==> src/rtl/mul4_bist_sequencer.sv <==
`default_nettype none
// ============================================================================
// Module   : mul4_bist_sequencer
// Brief    : Sweeps all 256 operand pairs of a 4-bit multiplier, checks each
//            product against x*y and reports pass/fail with first-fail capture.
// Revision : 1.0 - initial release
// ============================================================================
module mul4_bist_sequencer #(
    parameter int SETTLE = 0
) (
    input  logic       clk,
    input  logic       rst_n,
    input  logic       start,
    input  logic       abort,
    input  logic [7:0] prod_in,
    output logic [3:0] x_out,
    output logic [3:0] y_out,
    output logic       busy,
    output logic       done,
    output logic       pass,
    output logic [8:0] err_count,
    output logic       fail_valid,
    output logic [3:0] fail_x,
    output logic [3:0] fail_y,
    output logic [7:0] fail_prod
);

    localparam logic [1:0] c_IDLE   = 2'd0;
    localparam logic [1:0] c_RUN    = 2'd1;
    localparam logic [1:0] c_DONE   = 2'd2;
    localparam logic [3:0] c_SETTLE = 4'(SETTLE);

    logic [1:0] r_state;
    logic [7:0] r_idx;
    logic [3:0] r_wait;
    logic [8:0] r_err;
    logic       r_fail_valid;
    logic [3:0] r_fail_x;
    logic [3:0] r_fail_y;
    logic [7:0] r_fail_prod;
    logic       r_busy;
    logic       r_done;

    logic [7:0] w_expected;
    logic       w_mismatch;

    assign w_expected = {4'b0, r_idx[7:4]} * {4'b0, r_idx[3:0]};
    assign w_mismatch = (prod_in != w_expected);

    always_ff @(posedge clk or negedge rst_n) begin
        if (!rst_n) begin
            r_state      <= c_IDLE;
            r_idx        <= 8'd0;
            r_wait       <= 4'd0;
            r_err        <= 9'd0;
            r_fail_valid <= 1'b0;
            r_fail_x     <= 4'd0;
            r_fail_y     <= 4'd0;
            r_fail_prod  <= 8'd0;
            r_busy       <= 1'b0;
            r_done       <= 1'b0;
        end else if (abort) begin
            // Error statistics are deliberately kept so a halted sweep can be inspected.
            r_state <= c_IDLE;
            r_idx   <= 8'd0;
            r_wait  <= 4'd0;
            r_busy  <= 1'b0;
            r_done  <= 1'b0;
        end else begin
            case (r_state)
                c_IDLE, c_DONE: begin
                    if (start) begin
                        r_state      <= c_RUN;
                        r_idx        <= 8'd0;
                        r_wait       <= c_SETTLE;
                        r_err        <= 9'd0;
                        r_fail_valid <= 1'b0;
                        r_fail_x     <= 4'd0;
                        r_fail_y     <= 4'd0;
                        r_fail_prod  <= 8'd0;
                        r_busy       <= 1'b1;
                        r_done       <= 1'b0;
                    end
                end
                c_RUN: begin
                    if (r_wait != 4'd0) begin
                        r_wait <= r_wait - 4'd1;
                    end else begin
                        if (w_mismatch) begin
                            r_err <= r_err + 9'd1;
                            if (!r_fail_valid) begin
                                r_fail_valid <= 1'b1;
                                r_fail_x     <= r_idx[7:4];
                                r_fail_y     <= r_idx[3:0];
                                r_fail_prod  <= prod_in;
                            end
                        end
                        // The last vector leaves idx at 255 so the operands hold 15/15 in DONE.
                        if (r_idx == 8'hFF) begin
                            r_state <= c_DONE;
                            r_busy  <= 1'b0;
                            r_done  <= 1'b1;
                        end else begin
                            r_idx  <= r_idx + 8'd1;
                            r_wait <= c_SETTLE;
                        end
                    end
                end
                default: begin
                    r_state <= c_IDLE;
                    r_busy  <= 1'b0;
                    r_done  <= 1'b0;
                end
            endcase
        end
    end

    assign x_out      = r_idx[7:4];
    assign y_out      = r_idx[3:0];
    assign busy       = r_busy;
    assign done       = r_done;
    assign pass       = r_done && (r_err == 9'd0);
    assign err_count  = r_err;
    assign fail_valid = r_fail_valid;
    assign fail_x     = r_fail_x;
    assign fail_y     = r_fail_y;
    assign fail_prod  = r_fail_prod;

endmodule
`default_nettype wire

==> config.mk <==
export PLATFORM = sky130hd
export DESIGN_NAME = mul4_bist_sequencer
export DESIGN_NICKNAME = d
export VERILOG_FILES = /design/src/rtl/mul4_bist_sequencer.sv
export SDC_FILE = /design/constraint.sdc
export NUM_CORES = 1
export LEC_CHECK = 0
export ABC_AREA = 1
export CORE_ASPECT_RATIO = 1.75
export CORE_MARGIN = 2
export CORE_UTILIZATION = 49
export CTS_BUF_LIST = sky130_fd_sc_hd__clkbuf_4
export DETAILED_ROUTE_END_ITERATION = 16
export PLACE_DENSITY_LB_ADDON = 0.08
export SLEW_MARGIN = 25
export SYNTH_ARGS = -nofsm -noshare
export SYNTH_HDL_FRONTEND = slang
export SYNTH_SLANG_ARGS = --single-unit
==> constraint.sdc <==
create_clock -name clk -period 3.3 [get_ports clk]
set_input_delay 0.825 -clock clk [delete_from_list [all_inputs] [get_ports clk]]
set_output_delay 0.825 -clock clk [all_outputs]
set_load 0.1 [all_outputs]
==> run metrics, run 1 <==
critical path data arrival time=3.45 ns; worst reg2reg path startpoint=r_idx[3]; Detailed Route WL=roughly 6100 microns; CP endpoint kind=flip-flop; Fin Hold WS=between 0.4 and 0.5 ns; largest net degree at the start of global routing=42; I/O pins=between 40 and 50; mean post-synth cell area=roughly 7.7 sq um; synthesized area=roughly 2700 sq um; Core ar.=5260 sq um; Slew headroom=between 60 and 70%; Post-DP Area=between 3000 and 4000 sq um; vias in the first global route=~2100; total global-route track usage=between 20% and 30%; synth unique cells=32; Worst-Margin Slew=approximately 0.54 ns; remaining antenna violation count after routing=0; register area=1050 sq um; Layout Nets=433; Syn. warnings=0; compound-cell area share of the yosys netlist=under 10%; fraction of layout cells with a size suffix above 1=21.7%; Final Core Density=63.1%; Clock Sinks=41; syn nets=377; worst skew pair latency=0.36 ns; DR vias/cell=a little over 5; Worst EP required=around 3.6 ns; clock slew at reported path FFs=around 0.13 ns; Die Height=102 microns; Static Leakage=0.00183 uW; status=complete, no violations; Fin Clk Skew=roughly 0.0063 ns; Achievable Freq=around 320 MHz; first-pass GRT wire length=9460 microns; DIE WIDTH=~60 microns; RD Place Congestion=0.825; Inserted Clock Buffers=5; Post-Syn Instances=roughly 340; # DRC=0; area growth from synthesis to layout=24.4%; number of port buffers=48; Synth Register Bits=41; TritonCTS clock tree=done; # setup viols final=0; crit path time final=roughly 3.2 ns; worst reg2reg path depth=16; most common cell after layout, fill and taps aside=nand2_1; Yosys top cell by area=dfrtp_1; Worst VDD drop=532 uV; period utilization=about 96%; H-tree depth=2; die area=around 6100 sq um; HPWL after detailed placement=roughly 4700 microns; Std-Cell Rows=35; multiplexer area fraction after synthesis=0%; DR iter-0 viols=between 100 and 150; simple-gate share of the synthesized area=between 20% and 30%; largest family of logic cells by synthesized area=simple AND/OR/NAND/NOR gates; global route overflow=0; synth top area cells=dfrtp_1 (39%), nand2_1 (16%), ha_1 (8.0%); nature of the critical path startpoint=flip-flop; Setup crit start=r_idx[3]; Final Instance Area=approximately 3300 sq um; vias post-DR=approximately 2300; Avg WL per Cell=~13 microns; Max Slew Vio Count=0; most frequent cells in the layout=nand2_1 (109), inv_1 (47), buf_4 (44), dfrtp_1 (34); deepest clock path buffer count=2; initial antenna violation count=0; number of max-cap violations=0; Max FO, Critical Path=17; final hold vios=0; Adder-Cell Fraction of Synth Area=11.0%; Starting Density=between 50% and 60%; hold-fix buffers at CTS=0; Seq/Total Area, Yosys=between 30% and 40%; clock root cell=clkbuf_4; n_diodes=0; Worst Setup Path Type=flip-flop to flip-flop; drt pass-1 iters=5; HP Class=input port to asynchronous set/reset pin; footprint of the multi-input gates=~1500 sq um; P per Cell Area=roughly 450 nW/um^2; setup TNS=0 ns; Yosys top cell area share=38.5%; fillers=between 400 and 500; Synth Area in XOR/XNOR=5.59%
report_power, final:
group	internal, uW	leakage, uW	switching [uW]
Combinational	135	0.00125	506
Clock	80.5	0.0000310	176
Sequential	548	0.000548	38.0
Total	764	0.00183	720
worst max-delay path, cell delays in order (launching register included):
cell and delay (ns):
dfrtp_4 0.52, nand2_4 0.09, fa_1 0.43, fa_1 0.51
inv_1 0.06, fa_1 0.50, nand2_1 0.05, inv_1 0.05
nor2_1 0.03, nor2_1 0.08, nand3_1 0.10, nor2_2 0.13
nand3_2 0.10, nand2_4 0.10, buf_12 0.14, nand2_1 0.07
o21ai_1 0.14
layer usage:
metal,track usage [%],vias to the layer above,wire (microns)
li1,-,1186,-
met1,25.5,1092,2500
met2,36.0,40,3300
met3,2.81,6,181
met4,6.67,0,74
met5,0,-,0
synth_stat cells, drive strengths merged:
cell    instances
a21oi           3
a22oi           1
a31oi           1
and3            1
buf             7
clkbuf          1
clkinv          2
dfrtp          41
fa              4
ha             17
inv            50
nand2         114
nand3          26
nand3b          2
nand4           3
nor2           27
nor3            5
nor4            1
o21ai          20
o41ai           1
xnor2           6
xor2           11
kinds of logic after synthesis:
logic type | after synthesis
flops | 41
simple gates | 179
xor+xnor | 17
buf+inv | 60
compound gates | 26
fa+ha+maj | 21
path summary, 6_finish.rpt:
kind | end | slack (ns)
setup reg to reg | err_count[1] | 0.14
min in group clk | fail_prod[3] | 0.49
hold reg to reg | fail_prod[3] | 0.49
max in group asynchronous | r_idx[5] | 2.45
setup / recovery | err_count[1] | 0.14
hold / removal | err_count[3] | 0.42
flip-flops by register name, indices dropped and copies added (netlist names):
register    cells
err_count       9
fail_prod       8
r_idx           8
fail_x          4
fail_y          4
r_wait          4
r_state         2
done            1
fail_valid      1
timing repair:
item / CTS / global route
setup buffers: 0 / 0
endpoints found under the setup margin: 0 / 26
resized for setup: 0 / 11
through the flow:
step	setup slack (ns)	cells	power [uW]
after CTS	0.00675	456	1500
after floorplan	-0.134	344	1080
final	0.141	456	1480
after detailed placement	0.0383	448	1240
after global routing	-0.00910	456	1550
after global placement	0.102	448	1230
final cells by class:
type / instances / area share, %
Clock buffer: 5 / 1.13
Clock inverter: 3 / 0.529
Inverter: 52 / 5.89
Multi-Input combinational cell: 243 / 44.1
Sequential cell: 41 / 31.6
Tap cell: 55 / 2.08
Timing Repair Buffer: 57 / 14.6
Power figures use the tool's default switching activity.
==> inputs of run 2 (changes only) <==
--- a/config.mk
+++ b/config.mk
@@ -10,6 +10,7 @@
 export CORE_MARGIN = 2
 export CORE_UTILIZATION = 49
 export CTS_BUF_LIST = sky130_fd_sc_hd__clkbuf_4
+export CTS_CLUSTER_SIZE = 14
 export DETAILED_ROUTE_END_ITERATION = 16
 export PLACE_DENSITY_LB_ADDON = 0.08
 export SLEW_MARGIN = 25
==> results of run 2 <==
The final DEF is identical to that of run 1; final timing and power are the same.
==> inputs of run 3 (changes only) <==
--- a/config.mk
+++ b/config.mk
@@ -10,7 +10,7 @@
 export CORE_MARGIN = 2
 export CORE_UTILIZATION = 49
 export CTS_BUF_LIST = sky130_fd_sc_hd__clkbuf_4
-export CTS_CLUSTER_SIZE = 14
+export CTS_CLUSTER_SIZE = 40
 export DETAILED_ROUTE_END_ITERATION = 16
 export PLACE_DENSITY_LB_ADDON = 0.08
 export SLEW_MARGIN = 25
==> results of run 3 <==
The final DEF is identical to that of run 1; final timing and power are the same.
